**src/rtl/if_fetch_queue.sv**
```systemverilog
// if_fetch_queue
//   Instruction fetch front end. It keeps up to MAX_OUTSTANDING requests in
//   flight on an SRAM-like req/addr_ok/data_ok bus. Returned instructions go
//   into a FIFO_DEPTH-entry queue that feeds decode through valid/ready. A
//   redirect flushes the queue. Responses that are still in flight at that
//   point are counted in cancel_cnt and discarded when they arrive.
//
// Ports
//   clk, reset                 clock, synchronous active-high reset
//   inst_sram_*                fetch bus (read-only; write fields tied off)
//   redirect_valid/_pc         flush and restart fetch at redirect_pc
//   out_valid/out_ready        handshake toward decode
//   out_pc/out_inst/out_exc    head entry; out_exc flags a misaligned PC (ADEF)
module if_fetch_queue #(
    parameter logic [31:0] RESET_PC        = 32'h1c000000,
    parameter int          MAX_OUTSTANDING = 2,
    parameter int          FIFO_DEPTH      = 4
) (
    input  logic        clk,
    input  logic        reset,
    output logic        inst_sram_req,
    output logic        inst_sram_wr,
    output logic [1:0]  inst_sram_size,
    output logic [3:0]  inst_sram_wstrb,
    output logic [31:0] inst_sram_addr,
    output logic [31:0] inst_sram_wdata,
    input  logic        inst_sram_addr_ok,
    input  logic        inst_sram_data_ok,
    input  logic [31:0] inst_sram_rdata,
    input  logic        redirect_valid,
    input  logic [31:0] redirect_pc,
    output logic        out_valid,
    input  logic        out_ready,
    output logic [31:0] out_pc,
    output logic [31:0] out_inst,
    output logic        out_exc
);

    localparam int CW = $clog2(MAX_OUTSTANDING + 1);
    localparam int NW = $clog2(FIFO_DEPTH + 1);
    localparam int SW = $clog2(MAX_OUTSTANDING + FIFO_DEPTH + 1);
    localparam int PW = (FIFO_DEPTH > 1) ? $clog2(FIFO_DEPTH) : 1;
    localparam int IW = (MAX_OUTSTANDING > 1) ? $clog2(MAX_OUTSTANDING) : 1;

    typedef struct packed {
        logic [31:0] pc;
        logic [31:0] inst;
        logic        exc;
    } entry_t;

    // Fetch state
    logic [31:0]   fetch_pc_q, fetch_pc_d;
    logic          adef_stop_q, adef_stop_d;
    logic [CW-1:0] outstanding_q, outstanding_d;
    logic [CW-1:0] cancel_cnt_q, cancel_cnt_d;

    // In-flight PC queue: one slot per accepted request, in bus order
    logic [31:0]   ifq_pc_q [MAX_OUTSTANDING];
    logic [31:0]   ifq_pc_d [MAX_OUTSTANDING];
    logic [IW-1:0] ifq_wr_q, ifq_wr_d;
    logic [IW-1:0] ifq_rd_q, ifq_rd_d;

    // Instruction queue
    entry_t        fifo_q [FIFO_DEPTH];
    entry_t        fifo_d [FIFO_DEPTH];
    logic [PW-1:0] wr_ptr_q, wr_ptr_d;
    logic [PW-1:0] rd_ptr_q, rd_ptr_d;
    logic [NW-1:0] fifo_cnt_q, fifo_cnt_d;

    logic          pc_aligned;
    logic [SW-1:0] credit_used;
    logic          fifo_full;
    logic          accept;
    logic          resp_push;
    logic          adef_push;
    logic          push;
    logic          pop;
    entry_t        push_entry;

    function automatic logic [PW-1:0] fptr_inc(input logic [PW-1:0] p);
        return (p == PW'(FIFO_DEPTH - 1)) ? '0 : p + 1'b1;
    endfunction

    function automatic logic [IW-1:0] iptr_inc(input logic [IW-1:0] p);
        return (p == IW'(MAX_OUTSTANDING - 1)) ? '0 : p + 1'b1;
    endfunction

    // Bus side. A request is only issued while a queue slot is reserved for
    // every response already in flight, so data_ok never has to stall.
    assign pc_aligned  = (fetch_pc_q[1:0] == 2'b00);
    assign credit_used = SW'(outstanding_q) + SW'(fifo_cnt_q);
    assign fifo_full   = (fifo_cnt_q == NW'(FIFO_DEPTH));

    assign inst_sram_req = ~reset & ~redirect_valid & ~adef_stop_q & pc_aligned
                         & (outstanding_q < CW'(MAX_OUTSTANDING))
                         & (credit_used < SW'(FIFO_DEPTH));
    assign inst_sram_wr    = 1'b0;
    assign inst_sram_size  = 2'b10;
    assign inst_sram_wstrb = 4'b0000;
    assign inst_sram_addr  = fetch_pc_q;
    assign inst_sram_wdata = 32'd0;

    assign accept = inst_sram_req & inst_sram_addr_ok;

    // A response enters the queue only if it belongs to the current stream.
    // In a redirect cycle the response is stale whatever cancel_cnt says.
    assign resp_push = inst_sram_data_ok & ~redirect_valid & (cancel_cnt_q == '0);

    // Misaligned PC: wait until the bus is quiet, then emit one ADEF marker
    // entry and stop fetching until a redirect.
    assign adef_push = ~pc_aligned & ~adef_stop_q & ~redirect_valid
                     & (outstanding_q == '0) & (cancel_cnt_q == '0) & ~fifo_full;

    assign push = resp_push | adef_push;

    // Decode side
    assign out_valid = (fifo_cnt_q != '0) & ~redirect_valid;
    assign pop       = out_valid & out_ready;
    assign out_pc    = fifo_q[rd_ptr_q].pc;
    assign out_inst  = fifo_q[rd_ptr_q].inst;
    assign out_exc   = fifo_q[rd_ptr_q].exc;

    always_comb begin
        push_entry = '{pc: ifq_pc_q[ifq_rd_q], inst: inst_sram_rdata, exc: 1'b0};
        if (adef_push) begin
            push_entry = '{pc: fetch_pc_q, inst: 32'd0, exc: 1'b1};
        end
    end

    always_comb begin
        outstanding_d = outstanding_q;
        cancel_cnt_d  = cancel_cnt_q;
        fetch_pc_d    = fetch_pc_q;
        adef_stop_d   = adef_stop_q;
        ifq_pc_d      = ifq_pc_q;
        ifq_wr_d      = ifq_wr_q;
        ifq_rd_d      = ifq_rd_q;
        fifo_d        = fifo_q;
        wr_ptr_d      = wr_ptr_q;
        rd_ptr_d      = rd_ptr_q;
        fifo_cnt_d    = fifo_cnt_q;

        if (accept) begin
            ifq_pc_d[ifq_wr_q] = fetch_pc_q;
            ifq_wr_d           = iptr_inc(ifq_wr_q);
            outstanding_d      = outstanding_d + 1'b1;
            fetch_pc_d         = fetch_pc_q + 32'd4;
        end

        // Every response retires its in-flight slot, kept or dropped.
        if (inst_sram_data_ok) begin
            ifq_rd_d      = iptr_inc(ifq_rd_q);
            outstanding_d = outstanding_d - 1'b1;
            if (cancel_cnt_q != '0) begin
                cancel_cnt_d = cancel_cnt_q - 1'b1;
            end
        end

        if (push) begin
            fifo_d[wr_ptr_q] = push_entry;
            wr_ptr_d         = fptr_inc(wr_ptr_q);
        end
        if (pop) begin
            rd_ptr_d = fptr_inc(rd_ptr_q);
        end
        case ({push, pop})
            2'b10:   fifo_cnt_d = fifo_cnt_q + 1'b1;
            2'b01:   fifo_cnt_d = fifo_cnt_q - 1'b1;
            default: fifo_cnt_d = fifo_cnt_q;
        endcase

        if (adef_push) begin
            adef_stop_d = 1'b1;
        end

        // Redirect wins over push/pop. Everything still on the bus after
        // this cycle is stale. Responses that were already cancelled are
        // still part of outstanding, so the new cancel count is simply the
        // remaining outstanding count, not an addition to the old one. This
        // keeps cancel_cnt <= outstanding across back-to-back redirects.
        if (redirect_valid) begin
            cancel_cnt_d = outstanding_d;
            fetch_pc_d   = redirect_pc;
            adef_stop_d  = 1'b0;
            wr_ptr_d     = '0;
            rd_ptr_d     = '0;
            fifo_cnt_d   = '0;
        end
    end

    always_ff @(posedge clk) begin
        if (reset) begin
            fetch_pc_q    <= RESET_PC;
            adef_stop_q   <= 1'b0;
            outstanding_q <= '0;
            cancel_cnt_q  <= '0;
            ifq_wr_q      <= '0;
            ifq_rd_q      <= '0;
            wr_ptr_q      <= '0;
            rd_ptr_q      <= '0;
            fifo_cnt_q    <= '0;
        end else begin
            fetch_pc_q    <= fetch_pc_d;
            adef_stop_q   <= adef_stop_d;
            outstanding_q <= outstanding_d;
            cancel_cnt_q  <= cancel_cnt_d;
            ifq_wr_q      <= ifq_wr_d;
            ifq_rd_q      <= ifq_rd_d;
            wr_ptr_q      <= wr_ptr_d;
            rd_ptr_q      <= rd_ptr_d;
            fifo_cnt_q    <= fifo_cnt_d;
        end
    end

    // Payload storage carries no reset; validity lives in the counters.
    always_ff @(posedge clk) begin
        ifq_pc_q <= ifq_pc_d;
        fifo_q   <= fifo_d;
    end

endmodule

```
**config.mk**
```make
export PLATFORM = sky130hd
export DESIGN_NAME = if_fetch_queue
export DESIGN_NICKNAME = d
export VERILOG_FILES = /design/src/rtl/if_fetch_queue.sv
export SDC_FILE = /design/constraint.sdc
export NUM_CORES = 1
export LEC_CHECK = 0
export ABC_AREA = 1
export CORE_MARGIN = 10
export CORE_UTILIZATION = 40
export CTS_BUF_LIST = sky130_fd_sc_hd__clkbuf_2 sky130_fd_sc_hd__clkbuf_4 sky130_fd_sc_hd__clkbuf_8
export DETAILED_ROUTE_END_ITERATION = 8
export REMOVE_ABC_BUFFERS = 1
export SLEW_MARGIN = 20
export SYNTH_ARGS = -nofsm -noshare
export SYNTH_HDL_FRONTEND = slang
export SYNTH_SLANG_ARGS = --single-unit
```
**constraint.sdc**
```tcl
create_clock -name clk -period 4.95 [get_ports clk]
set_input_delay 0.495 -clock clk [delete_from_list [all_inputs] [get_ports clk]]
set_output_delay 0.495 -clock clk [all_outputs]
set_load 0.1 [all_outputs]
```
==> flow_metrics.tcl, run 1 <==
set metrics [dict create \
    status "complete, no violations" \
    drt-total-wl_um 41200 \
    hp-class "in2reg" \
    tritoncts "yes" \
    p_leak_nw 6.99 \
    synth-edff-count 324 \
    first_pass_iters 5 \
    timing.rr.start "cancel_cnt_q[0]$_SDFFE_PP0P_" \
    switchingPower_mw 2.26 \
    min_period_over_period_pct 86.6 \
    synth.area.top_cells "edfxtp_1, o21ai_0, dfxtp_1" \
    relSlewSlack_pct 26.2 \
    wl_per_cell_um 18.9 \
    dp_hpwl_um 26500 \
    final.min_clock_period_ns 4.29 \
    stdcell_area_um2 19000 \
    cts.hold.buffers_added 0 \
    finClkSkew_ns 0.0214 \
    cts.sinks 370 \
    io_pins 208 \
    cts_root_buffer "clkbuf_8" \
    die_h_um 218 \
    crit_path_end "out_pc[9]" \
    whs_ns 0.473 \
    combPwrFrac_pct 17.1 \
    num_vias 10800 \
    crit_type "reg2out" \
    startpoint "rd_ptr_q[0]$_SDFFE_PP0P_" \
    vias_per_cell 4.97 \
    layout-drive-gt1-share_pct 11.8 \
    p_clk_share_pct 35.0 \
    core_area_um2 38700 \
    fin_cells 2176 \
    die_w_um 218 \
    syn_area_um2 15700 \
    crit_slowest_cell "clkdlybuf4s50_1" \
    tightest_slew_ns 1.10 \
    syn_avg_cell_area_um2 11.0 \
    slowest_delay_ns 1.18 \
    seq_power_share_pct 47.8 \
    cp-end-kind "primary output" \
    nNetsFinal 1690 \
    cap_violations 0 \
    power.share.switching_pct 30.0 \
    required_ns 4.45 \
    start_kind "flop" \
    drt_iter0_drc 857 \
    cts_max_level 2 \
    yosysUniqueCellTypes 34 \
    cts-resized-gates 0 \
    fin_setup_tns_ns 0 \
    antenna_left 0 \
    yosysTopAreaCell "edfxtp_1" \
    crit_path_max_fanout 96 \
    synthFlopType "edfxtp_1" \
    dp_cells 2066 \
    grtUsageTotal_pct 16.8 \
    r2r_slack_ns 1.91 \
    ys_ff_latch 370 \
    clockBufferDepth 3 \
    rows 72 \
    totalPowerFinal_mw 7.55 \
    worst-r2r-cell-count 9 \
    async_reset_ff_share_pct 0 \
    post_cts_buffers 0 \
    cts_buffers 59 \
    yosysSeqAreaShare_pct 67.7 \
    synthToLayoutAreaGrowth_pct 20.8 \
    p_per_area_nw_per_um2 397 \
    port_buffers 168 \
    setup_viol 0 \
    grt_max_degree 97 \
    placed_cell_area_um2 17800 \
    hold_viol 0 \
    grt_pass1_vias 10600 \
    grt_first_pass_wirelength_um 63100 \
    synth_commonest_cells "edfxtp_1, nand2_1, nor2_1, o21ai_0, inv_1" \
    p_int_mw 5.29 \
    crit_arrival_ns 3.79 \
    die-area_um2 47700 \
    synth_top_area_share_pct 61.8 \
    drc 0 \
    fmax_ghz 0.233 \
    clkSlewWorstSetupHoldPaths_ns 0.06 \
    overflow 0 \
    diodes 0 \
    crit_chain "inv_4 -> buf_4 -> nor2_1 -> o22ai_1 -> clkdlybuf4s50_1" \
    yosysMostFrequentCell "edfxtp_1" \
    worstReg2RegEnd "fifo_q[219]$_DFFE_PP_" \
    slew_violations 0 \
    grt_antenna_before_repair 0 \
    ir_worst_vdd_mv 0.222 \
    yosys_warnings 0 \
    initial_core_util_pct 40.6 \
    gp_congestion 0.855 \
    syn_inst 1433 \
    clkLatencyLatePin_ns 0.61 \
    rsz0062_at_grt "false" \
]
[through the flow]
stage	util [%]	setup slack, ns
floorplan	-	-1.37
global placement	45.9	1.24
detailed placement	45.9	1.22
CTS	49.1	0.602
global route	49.1	0.446
finish	49.1	0.662
[registers in the layout, indices dropped and copies added, names as in the netlist]
register and cells:
fifo_q 260, ifq_pc_q 64, inst_sram_addr 32, fifo_cnt_q 3, cancel_cnt_q 2, outstanding_q 2
rd_ptr_q 2, wr_ptr_q 2, adef_stop_q 1, ifq_rd_q 1, ifq_wr_q 1
[routing by layer]
metal	GRT usage [%]	vias up	wire length [um]
met5	0	-	0
met4	4.07	0	581
met3	4.03	39	2850
met2	27.2	325	19500
met1	22.4	5194	18300
li1	-	5264	-
[power groups by stage]
stage	logic (mW)	registers (mW)	clock network [mW]
finish	1.29	3.61	2.64
global route	1.36	3.62	2.88
CTS	1.30	3.61	2.72
detailed placement	1.30	3.68	0
global placement	1.29	3.68	0
floorplan	0.816	3.79	0
[layout make-up]
type | count | area, um^2
timing repair buffer | 188 | 1790
multi-input combinational | 850 | 4150
clock buffer | 97 | 1160
clock inverter | 13 | 70.1
tap | 518 | 648
fill | 3531 | 19700
inverter | 140 | 528
sequential | 370 | 10700
[critical path: cells and delay by family, from the launching register on]
kind	cells	cell delay [ns]
AOI/OAI and AO/OA	1	0.19
and+or+nand+nor	1	0.07
buffers and inverters	3	2.30
DFF	1	0.52
[logic make-up after synthesis]
kind of cell | count (synthesis) | share of synthesized area, %
AND/OR/NAND/NOR | 460 | 11.9
flip-flops | 370 | 67.7
AO/OA/AOI/OAI | 327 | 11.5
buffers and inverters | 250 | 7.16
XOR/XNOR | 13 | 0.724
adder cells (fa/ha/maj) | 11 | 0.922
other | 2 | 0.0477
[worst min path at each step]
stage                        startpoint                         endpoint  slack (ns)  depth (start not counted)
2_1_floorplan  adef_stop_q$_SDFFE_PP0P_         adef_stop_q$_SDFFE_PP0P_        0.45                          2
3_3_place_gp   adef_stop_q$_SDFFE_PP0P_         adef_stop_q$_SDFFE_PP0P_        0.46                          2
3_5_place_dp   adef_stop_q$_SDFFE_PP0P_         adef_stop_q$_SDFFE_PP0P_        0.48                          2
4_1_cts                 redirect_pc[10]  inst_sram_addr[10]$_SDFFE_PP0N_        0.43                          3
5_1_grt                  redirect_pc[3]   inst_sram_addr[3]$_SDFFE_PP0N_        0.46                          3
6_report                 redirect_pc[7]   inst_sram_addr[7]$_SDFFE_PP0N_        0.47                          3
[layout by cell type (no fill, tap or decap), drive strengths merged]
master and n:
clkbuf 97, clkinvlp 2, edfxtp 324, o211ai 32
a31oi 10, nor2 199, inv 141, clkinv 10
a21oi 24, nor3 11, ha 10, o22ai 65
nand4 8, o21ai 194, o2111ai 1, a22oi 1
nand3 29, fa 1, xnor2 2, nor3b 2
clkdlybuf4s50 133, or2 1, xor2 11, conb 39
nand2 210, dfxtp 46, buf 55
Power figures use the tool's default switching activity.
==> inputs of run 2 (changes only) <==
CORE_ASPECT_RATIO = 0.9   (was default)
==> run 2 against run 1 <==
- non-clock buffer count rose by 5
- clock skew rose by 0.019 ns
- maximum frequency rose by 7.5%
- sequential share of layout area fell by 0.17 points
- flip-flop and latch count is the same
- utilization rose by 0.29 points
- die area about the same
- combinational power about the same
- largest power group unchanged
- via count rose by 0.51%
- clock power about the same
- count of clock-buffer cells in the layout is 8 lower
- power barely moved
==> flow_metrics.tcl, run 2 (synthesis gave the netlist of run 1 again) <==
set metrics [dict create \
    cts.hold.buffers_added 0 \
    p_per_area_nw_per_um2 396 \
    ir_worst_vdd_mv 0.188 \
    grtUsageTotal_pct 16.6 \
    antenna_left 0 \
    p_leak_nw 6.95 \
    nNetsFinal 1695 \
    crit_path_max_fanout 50 \
    switchingPower_mw 2.25 \
    cts_max_level 2 \
    hold_viol 0 \
    critPathBufInv 3 \
    path_depth 5 \
    dpl_worst_slack_ns 1.36 \
    finClkSkew_ns 0.0407 \
    cts-resized-gates 0 \
    clkLatencyLatePin_ns 0.63 \
    power.share.switching_pct 29.8 \
    crit_type "reg2out" \
    hp-class "in2reg" \
    die_w_um 229 \
    dp_hpwl_um 26700 \
    fillers 3555 \
    fmax_ghz 0.251 \
    tritoncts "yes" \
    crit_arrival_ns 3.50 \
    setup_viol 0 \
    first_pass_iters 5 \
    cpLargestDelayFamily "buffers and inverters" \
    top_register "fifo_q" \
    totalPowerFinal_mw 7.55 \
    stdcell_area_um2 19100 \
    crit_slowest_cell "clkdlybuf4s50_1" \
    cts_buffers 59 \
    clkSlewWorstSetupHoldPaths_ns 0.07 \
    crit_chain "inv_4 -> buf_4 -> o21ai_0 -> o22ai_1 -> clkdlybuf4s50_1" \
    relSlewSlack_pct 27.5 \
    drt-total-wl_um 40800 \
    final.min_clock_period_ns 3.99 \
    post_cts_buffers 0 \
    combPwrFrac_pct 17.1 \
    cts_root_buffer "clkbuf_8" \
    largest_register_ffs 260 \
    slew_violations 0 \
    wl_per_cell_um 18.7 \
    overflow 0 \
    drc 0 \
    p_int_mw 5.30 \
    die_h_um 208 \
    core_area_um2 38600 \
    clockBufferDepth 3 \
    synthToLayoutAreaGrowth_pct 21.1 \
    diodes 0 \
    vias_per_cell 4.98 \
    cp-end-kind "primary output" \
    cts.sinks 370 \
    min_period_over_period_pct 80.6 \
    start_kind "flop" \
    rows 68 \
    worst-r2r-cell-count 9 \
    setup_ws_ns 0.960 \
    status "complete, no violations" \
    required_ns 4.45 \
    slowest_delay_ns 1.20 \
    final_common_cell "edfxtp_1" \
    p_clk_share_pct 35.0 \
    seq_power_share_pct 47.9 \
    drt_iter0_drc 893 \
    grt_pass1_vias 10600 \
    grt_first_pass_wirelength_um 62800 \
    tightest_slew_ns 1.08 \
    port_buffers 168 \
    rsz0062_at_grt "false" \
    grt_max_degree 77 \
    io_pins 208 \
    initial_core_util_pct 40.7 \
    hold_depth 3 \
    die-area_um2 47700 \
    layout-drive-gt1-share_pct 9.47 \
    final_cell_mix "edfxtp_1, nand2_1, nor2_1, o21ai_0, clkdlybuf4s50_1" \
    grt_antenna_before_repair 0 \
    gp_congestion 0.904 \
    num_vias 10900 \
    cap_violations 0 \
    placed_cell_area_um2 17900 \
]
-- run 2: cell types whose count changed in the layout (fill, tap and decap cells not counted), sizes merged, moves of 2 or more --
cell and change:
buf -28, bufinv +2, clkbuf -8, clkdlybuf4s50 +33, clkinv +3
-- run 2: area by class of cell --
| cell class | count | area, um^2 | area share, % |
|---|---|---|---|
| clock buffers | 89 | 1070 | 5.64 |
| clock inverters | 16 | 121 | 0.637 |
| inverters | 140 | 528 | 2.77 |
| multi-input cells | 850 | 4150 | 21.8 |
| flip-flops and latches | 370 | 10700 | 55.9 |
| well taps | 525 | 657 | 3.45 |
| repair buffers | 193 | 1880 | 9.85 |
-- run 2: worst register-to-register path, stage by stage, from the launching register on --
cell and delay (ns):
dfxtp_1 0.31, inv_1 0.07, ha_1 0.21, nand2_1 0.07
nor2_1 0.19, nand3_4 0.46, nand2_1 0.29, inv_2 0.16
nor2_4 0.11, buf_4 0.58
-- run 2: routing by layer --
layer	track usage [%]	share of wire [%]	up-vias	wire length, um
met5	0	0	-	0
met2	26.8	47	343	19100
li1	-	-	5267	-
met1	22.2	45	5209	18500
met3	3.78	6.3	58	2570
met4	4.30	1.5	0	626
-- run 2: power by group through the flow --
stage	Sequential (mW)	Combinational [mW]	Clock (mW)
CTS	3.62	1.30	2.70
global route	3.63	1.36	2.84
finish	3.62	1.29	2.64
floorplan	3.79	0.816	0
detailed placement	3.68	1.30	0
global placement	3.68	1.29	0
-- run 2: stage by stage --
| stage | instances | util [%] | hold slack [ns] | setup TNS (ns) |
|---|---|---|---|---|
| after detailed placement | 2078 | 46.2 | 0.474 | 0 |
| final | 2183 | 49.3 | 0.465 | 0 |
| after CTS | 2183 | 49.3 | 0.429 | 0 |
| after global routing | 2183 | 49.3 | 0.465 | 0 |
| after global placement | 2078 | 46.2 | 0.471 | 0 |
| after floorplan | 1360 | - | 0.450 | -408.66 |
-- run 2: path summary, 6_finish.rpt --
kind	startpoint	endpoint	slack [ns]
worst max register to register	cancel_cnt_q[0]$_SDFFE_PP0P_	fifo_q[181]$_DFFE_PP_	2.03
worst max-delay path	rd_ptr_q[0]$_SDFFE_PP0P_	out_pc[21]	0.96
worst min register to register	adef_stop_q$_SDFFE_PP0P_	adef_stop_q$_SDFFE_PP0P_	0.49
worst min-delay path	redirect_pc[7]	inst_sram_addr[7]$_SDFFE_PP0N_	0.46
